$ cat config.mk
export PLATFORM = sky130hd
export DESIGN_NAME = led_scan2
export DESIGN_NICKNAME = d
export VERILOG_FILES = /design/src/rtl/led_scan2.sv
export SDC_FILE = /design/constraint.sdc
export NUM_CORES = 1
export LEC_CHECK = 0
export ABC_AREA = 1
export CELL_PAD_IN_SITES_DETAIL_PLACEMENT = 2
export CELL_PAD_IN_SITES_GLOBAL_PLACEMENT = 2
export CORE_ASPECT_RATIO = 0.9
export CORE_MARGIN = 2
export CORE_UTILIZATION = 32
export DETAILED_ROUTE_END_ITERATION = 10
export HOLD_SLACK_MARGIN = 0.08
export PLACE_DENSITY = 0.78
export SYNTH_ARGS = -nofsm -noshare
export SYNTH_HDL_FRONTEND = slang
export SYNTH_SLANG_ARGS = --single-unit
$ cat constraint.sdc
create_clock -name ck -period 2.14 [get_ports ck]
set_input_delay 0.428 -clock ck [delete_from_list [all_inputs] [get_ports ck]]
set_output_delay 0.428 -clock ck [all_outputs]
set_load 0.01 [all_outputs]
$ cat src/rtl/led_scan2.sv
// Two-digit multiplexed 7-segment scan driver for a common-anode display.
// Alternates the units and tens digits on a shared active-low segment bus.
// Each slot opens with a dark dead time to prevent ghosting between digits.
// Segment codes are captured once per frame, so a frame never mixes old and new values.
// Optional leading-zero blanking darkens the tens digit when it would show "0".
//
// Handshake note: this block has no valid/ready handshake. Inputs are plain
// levels. seg_hi and seg_lo are sampled only on frame-start edges. en and lzb
// are sampled on every rising edge of ck.
module led_scan2 #(
  parameter int DIV   = 25000,
  parameter int BLANK = 250
) (
  input  logic       ck,
  input  logic       rs,
  input  logic       en,
  input  logic [7:0] seg_hi,
  input  logic [7:0] seg_lo,
  input  logic       lzb,
  output logic [7:0] seg,
  output logic [1:0] dig,
  output logic       frame_tick,
  output logic [1:0] dbg_state
);

  localparam int CW = (DIV > 1) ? $clog2(DIV) : 1;

  localparam logic [1:0] ST_IDLE  = 2'd0;
  localparam logic [1:0] ST_BLANK = 2'd1;
  localparam logic [1:0] ST_ON    = 2'd2;

  localparam logic [CW-1:0] DIV_LAST   = CW'(DIV - 1);
  localparam logic [CW-1:0] BLANK_LAST = CW'(BLANK - 1);
  localparam logic [CW-1:0] CNT_ONE    = CW'(1);

  localparam logic [7:0] SEG_DARK = 8'hFF;
  localparam logic [7:0] SEG_ZERO = 8'hC0;
  localparam logic [1:0] DIG_OFF  = 2'b11;
  localparam logic [1:0] DIG_LO   = 2'b10;
  localparam logic [1:0] DIG_HI   = 2'b01;

  logic [1:0]    state_q, state_d;
  logic [CW-1:0] cnt_q, cnt_d;
  logic          sel_q, sel_d;
  logic [7:0]    snap_hi_q, snap_hi_d;
  logic [7:0]    snap_lo_q, snap_lo_d;
  logic [7:0]    seg_q, seg_d;
  logic [1:0]    dig_q, dig_d;
  logic          frame_tick_q, frame_tick_d;
  logic          lit;

  // Next-state, counter, snapshot and registered-output computation
  always_comb begin
    state_d      = state_q;
    cnt_d        = cnt_q;
    sel_d        = sel_q;
    snap_hi_d    = snap_hi_q;
    snap_lo_d    = snap_lo_q;
    frame_tick_d = 1'b0;
    seg_d        = SEG_DARK;
    dig_d        = DIG_OFF;
    lit          = 1'b0;

    if (!en) begin
      // Dropping en goes dark on this edge. The next enable restarts from slot 0.
      state_d = ST_IDLE;
      cnt_d   = '0;
      sel_d   = 1'b0;
    end else begin
      case (state_q)
        ST_IDLE: begin
          state_d      = ST_BLANK;
          cnt_d        = '0;
          sel_d        = 1'b0;
          snap_hi_d    = seg_hi;
          snap_lo_d    = seg_lo;
          frame_tick_d = 1'b1;
        end
        ST_BLANK: begin
          cnt_d = cnt_q + CNT_ONE;
          if (cnt_q == BLANK_LAST) begin
            state_d = ST_ON;
            lit     = 1'b1;
          end
        end
        ST_ON: begin
          if (cnt_q == DIV_LAST) begin
            state_d = ST_BLANK;
            cnt_d   = '0;
            if (sel_q) begin
              // The tens slot has ended, so the frame is complete. Take a fresh snapshot.
              sel_d        = 1'b0;
              snap_hi_d    = seg_hi;
              snap_lo_d    = seg_lo;
              frame_tick_d = 1'b1;
            end else begin
              sel_d = 1'b1;
            end
          end else begin
            cnt_d = cnt_q + CNT_ONE;
            lit   = 1'b1;
          end
        end
        default: begin
          state_d = ST_IDLE;
          cnt_d   = '0;
          sel_d   = 1'b0;
        end
      endcase
    end

    // sel does not change on any edge that produces a lit cycle.
    // Reading sel_q here therefore selects the digit that will be shown.
    if (lit) begin
      if (!sel_q) begin
        seg_d = snap_lo_q;
        dig_d = DIG_LO;
      end else if (!(lzb && (snap_hi_q == SEG_ZERO))) begin
        seg_d = snap_hi_q;
        dig_d = DIG_HI;
      end
    end
  end

  // State and output registers. Reset forces the display dark immediately.
  always_ff @(posedge ck or negedge rs) begin
    if (!rs) begin
      state_q      <= ST_IDLE;
      cnt_q        <= '0;
      sel_q        <= 1'b0;
      snap_hi_q    <= SEG_DARK;
      snap_lo_q    <= SEG_DARK;
      seg_q        <= SEG_DARK;
      dig_q        <= DIG_OFF;
      frame_tick_q <= 1'b0;
    end else begin
      state_q      <= state_d;
      cnt_q        <= cnt_d;
      sel_q        <= sel_d;
      snap_hi_q    <= snap_hi_d;
      snap_lo_q    <= snap_lo_d;
      seg_q        <= seg_d;
      dig_q        <= dig_d;
      frame_tick_q <= frame_tick_d;
    end
  end

  assign seg        = seg_q;
  assign dig        = dig_q;
  assign frame_tick = frame_tick_q;
  assign dbg_state  = state_q;

endmodule

==> metrics.yaml <==
place_congestion: 0.7598
max_freq_ghz: 0.5225
maxCapViolations: 0
reg2reg_to: "cnt_q[12]"
die_x_um: 95.95
synth_cells: 295
die_h_um: 86.75
endpoint: "cnt_q[12]"
grt_pass1_vias: 2272
ys_ff_latch: 45
setup_ws_ps: 226.3
area.growth.synth_to_final_pct: 21.07
die_area_mm2: 0.008323
powerDensity_mw_per_mm2: 1002
syn_area_mm2: 0.002435
power.leakage_nw: 1.281
hold_class: "in2async"
tightest_slew_ps: 701.6
clock_path_buffers: 2
synth_top_area_cell: "dfstp_2"
reg2reg_slack_ps: 230
cts_tree: "done"
dp_slack_ps: 226.8
fillers: 858
root_buffer: "clkbuf_8"
start_kind: "flip-flop"
peakVddDrop_mv: 0.5129
hold_slack_ps: 159.0
worstPathRequired_ps: 2320
drv_slew: 0
finalCriticalPeriod_ps: 1914
drt_iter0_drc: 79
fin_nets: 359
cts_buffers: 5
cts_resized: 0
cts_htree_levels: 2
hold_buffers: 0
viasPerCell: 4.835
finalCritPeriodShare_pct: 89.43
ys_seq_area_share_pct: 47.58
slew_headroom_pct: 53.23
ys_warn_count: 0
startpoint: "cnt_q[0]"
fin_util_pct: 39.46
rows: 30
dpl_cell_area_mm2: 0.002858
synth_ff_type: "dfstp_2"
core_mm2: 0.007470
wl_per_cell_um: 15.70
wl_mm: 6.751
grt_max_degree: 30
synth_edf_count: 0
first_pass_iters: 4
antenna_found_initial: 0
cp.arrival_ps: 2090
final_cells: 430
fin_tns_setup_ps: 0
total_power_mw: 2.955
grt_setup_unrepaired: "no"
critPathCaptureType: "flip-flop"
skew_ps: 11.62
grt_usage_pct: 18.08
dp_cells: 422
avgSynthCellArea_um2: 8.254
wl_met3_um: 174
cts_setup_buffers: 0
ant_nets: 0
fin_area_mm2: 0.002948
ios: 33
cts_num_sinks: 45
met1Wirelength_mm: 3.319
path_max_fanout: 20
async_flop_share_pct: 100.0
route.detailed.drc: 0
synth.distinct_cells: 30
outcome: "finished clean"
report.final.setup_viol: 0
r2r_start: "cnt_q[0]"
grt_pass1_wl_mm: 11.56
antenna_cells: 0
dr_wl_met2_mm: 3.186
hpwl_mm: 5.185
drive_above_1_share_pct: 19.76
synth_top_area_share_pct: 28.06
io_buffers: 32
synth_area_leaders: "dfstp_2 (28%), dfrtp_1 (20%), nand2_1 (11%), nand3_1 (8.2%), nor2_1 (5.9%)"
rr_worst_depth: 10
syn_nets: 321
vias: 2079
overflow: 0
clk_pin_slew_ps: 90
start_util_pct: 32.60
ys_top_cells_by_count: "nand2_1 (69), nand3_1 (40), nor2_1 (38)"
top_layer: "met4"
synth.most_common_cell: "nand2_1"
worstSetupPathType: "reg2reg"
worstSkewPairLatency_ps: 310
hold_viol: 0
## worst max-delay path, stage by stage, from the launching register on
cell and delay [ps]:
dfrtp_1 410, ha_1 240, nand2_1 80, clkinv_1 50, nand2_1 60, nor2_2 120
nand2_2 90, nand2_4 240, nand2_1 140, nand2_2 290, nor2_1 80
## per-layer routing
layer  global-route usage (%)  vias to the layer above
li1                         -                     1007
met1                    25.49                     1036
met2                    29.05                       28
met3                    2.957                        8
met4                    4.286                        0
met5                        0                        -
## layout by cell type, fill, tap and decap left out, drive strengths merged
cell,netlist,final
buf,7,10
o21ai,2,2
nand4,14,14
clkdlybuf4s50,0,31
dfstp,26,26
nor2,41,41
a21boi,1,1
clkbuf,3,8
xor2,7,7
or2,6,6
nor3,4,4
dfrtp,19,19
nand3,40,40
inv,27,27
nand2,84,84
o21bai,1,1
xnor2,2,2
ha,6,6
mux2i,2,2
a21oi,1,1
clkinv,2,2
## registers in the layout, summed over array words and instances (netlist names)
signal and count:
cnt_q 15, dbg_state 2, dig 2, frame_tick 1, seg 8, sel_q 1
snap_hi_q 8, snap_lo_q 8
## power by group
group,internal [mW],switching [mW]
combinational,0.421,0.685
clock,0.264,0.296
sequential,1.16,0.134
## area by class of cell
cell class	instances	area [um^2]	share of cell area, %
flip-flops and latches	45	1159	39.30
multi-input cells	211	1087	36.88
repair buffers	41	382.9	12.99
clock buffers	8	90.09	3.056
inverters	29	108.9	3.693
well taps	96	120.1	4.075
## kinds of logic (layout without fill, tap and decap cells)
family / Yosys count / after routing / synth area share, %
AO/OA/AOI/OAI: 5 / 5 / 1.233
buffers and inverters: 39 / 78 / 7.759
flip-flops: 45 / 45 / 47.59
AND/OR/NAND/NOR: 189 / 189 / 36.28
multiplexers: 2 / 2 / 0.8222
adder cells (fa/ha/maj): 6 / 6 / 3.083
XOR/XNOR: 9 / 9 / 3.238
## worst min path at each step
stage	endpoint	slack, ps
global placement	snap_lo_q[2]	450
CTS	cnt_q[9]	180
finish	cnt_q[13]	160
global route	cnt_q[9]	200
floorplan	cnt_q[0]	130
detailed placement	snap_lo_q[4]	460
Power figures use the tool's default switching activity.
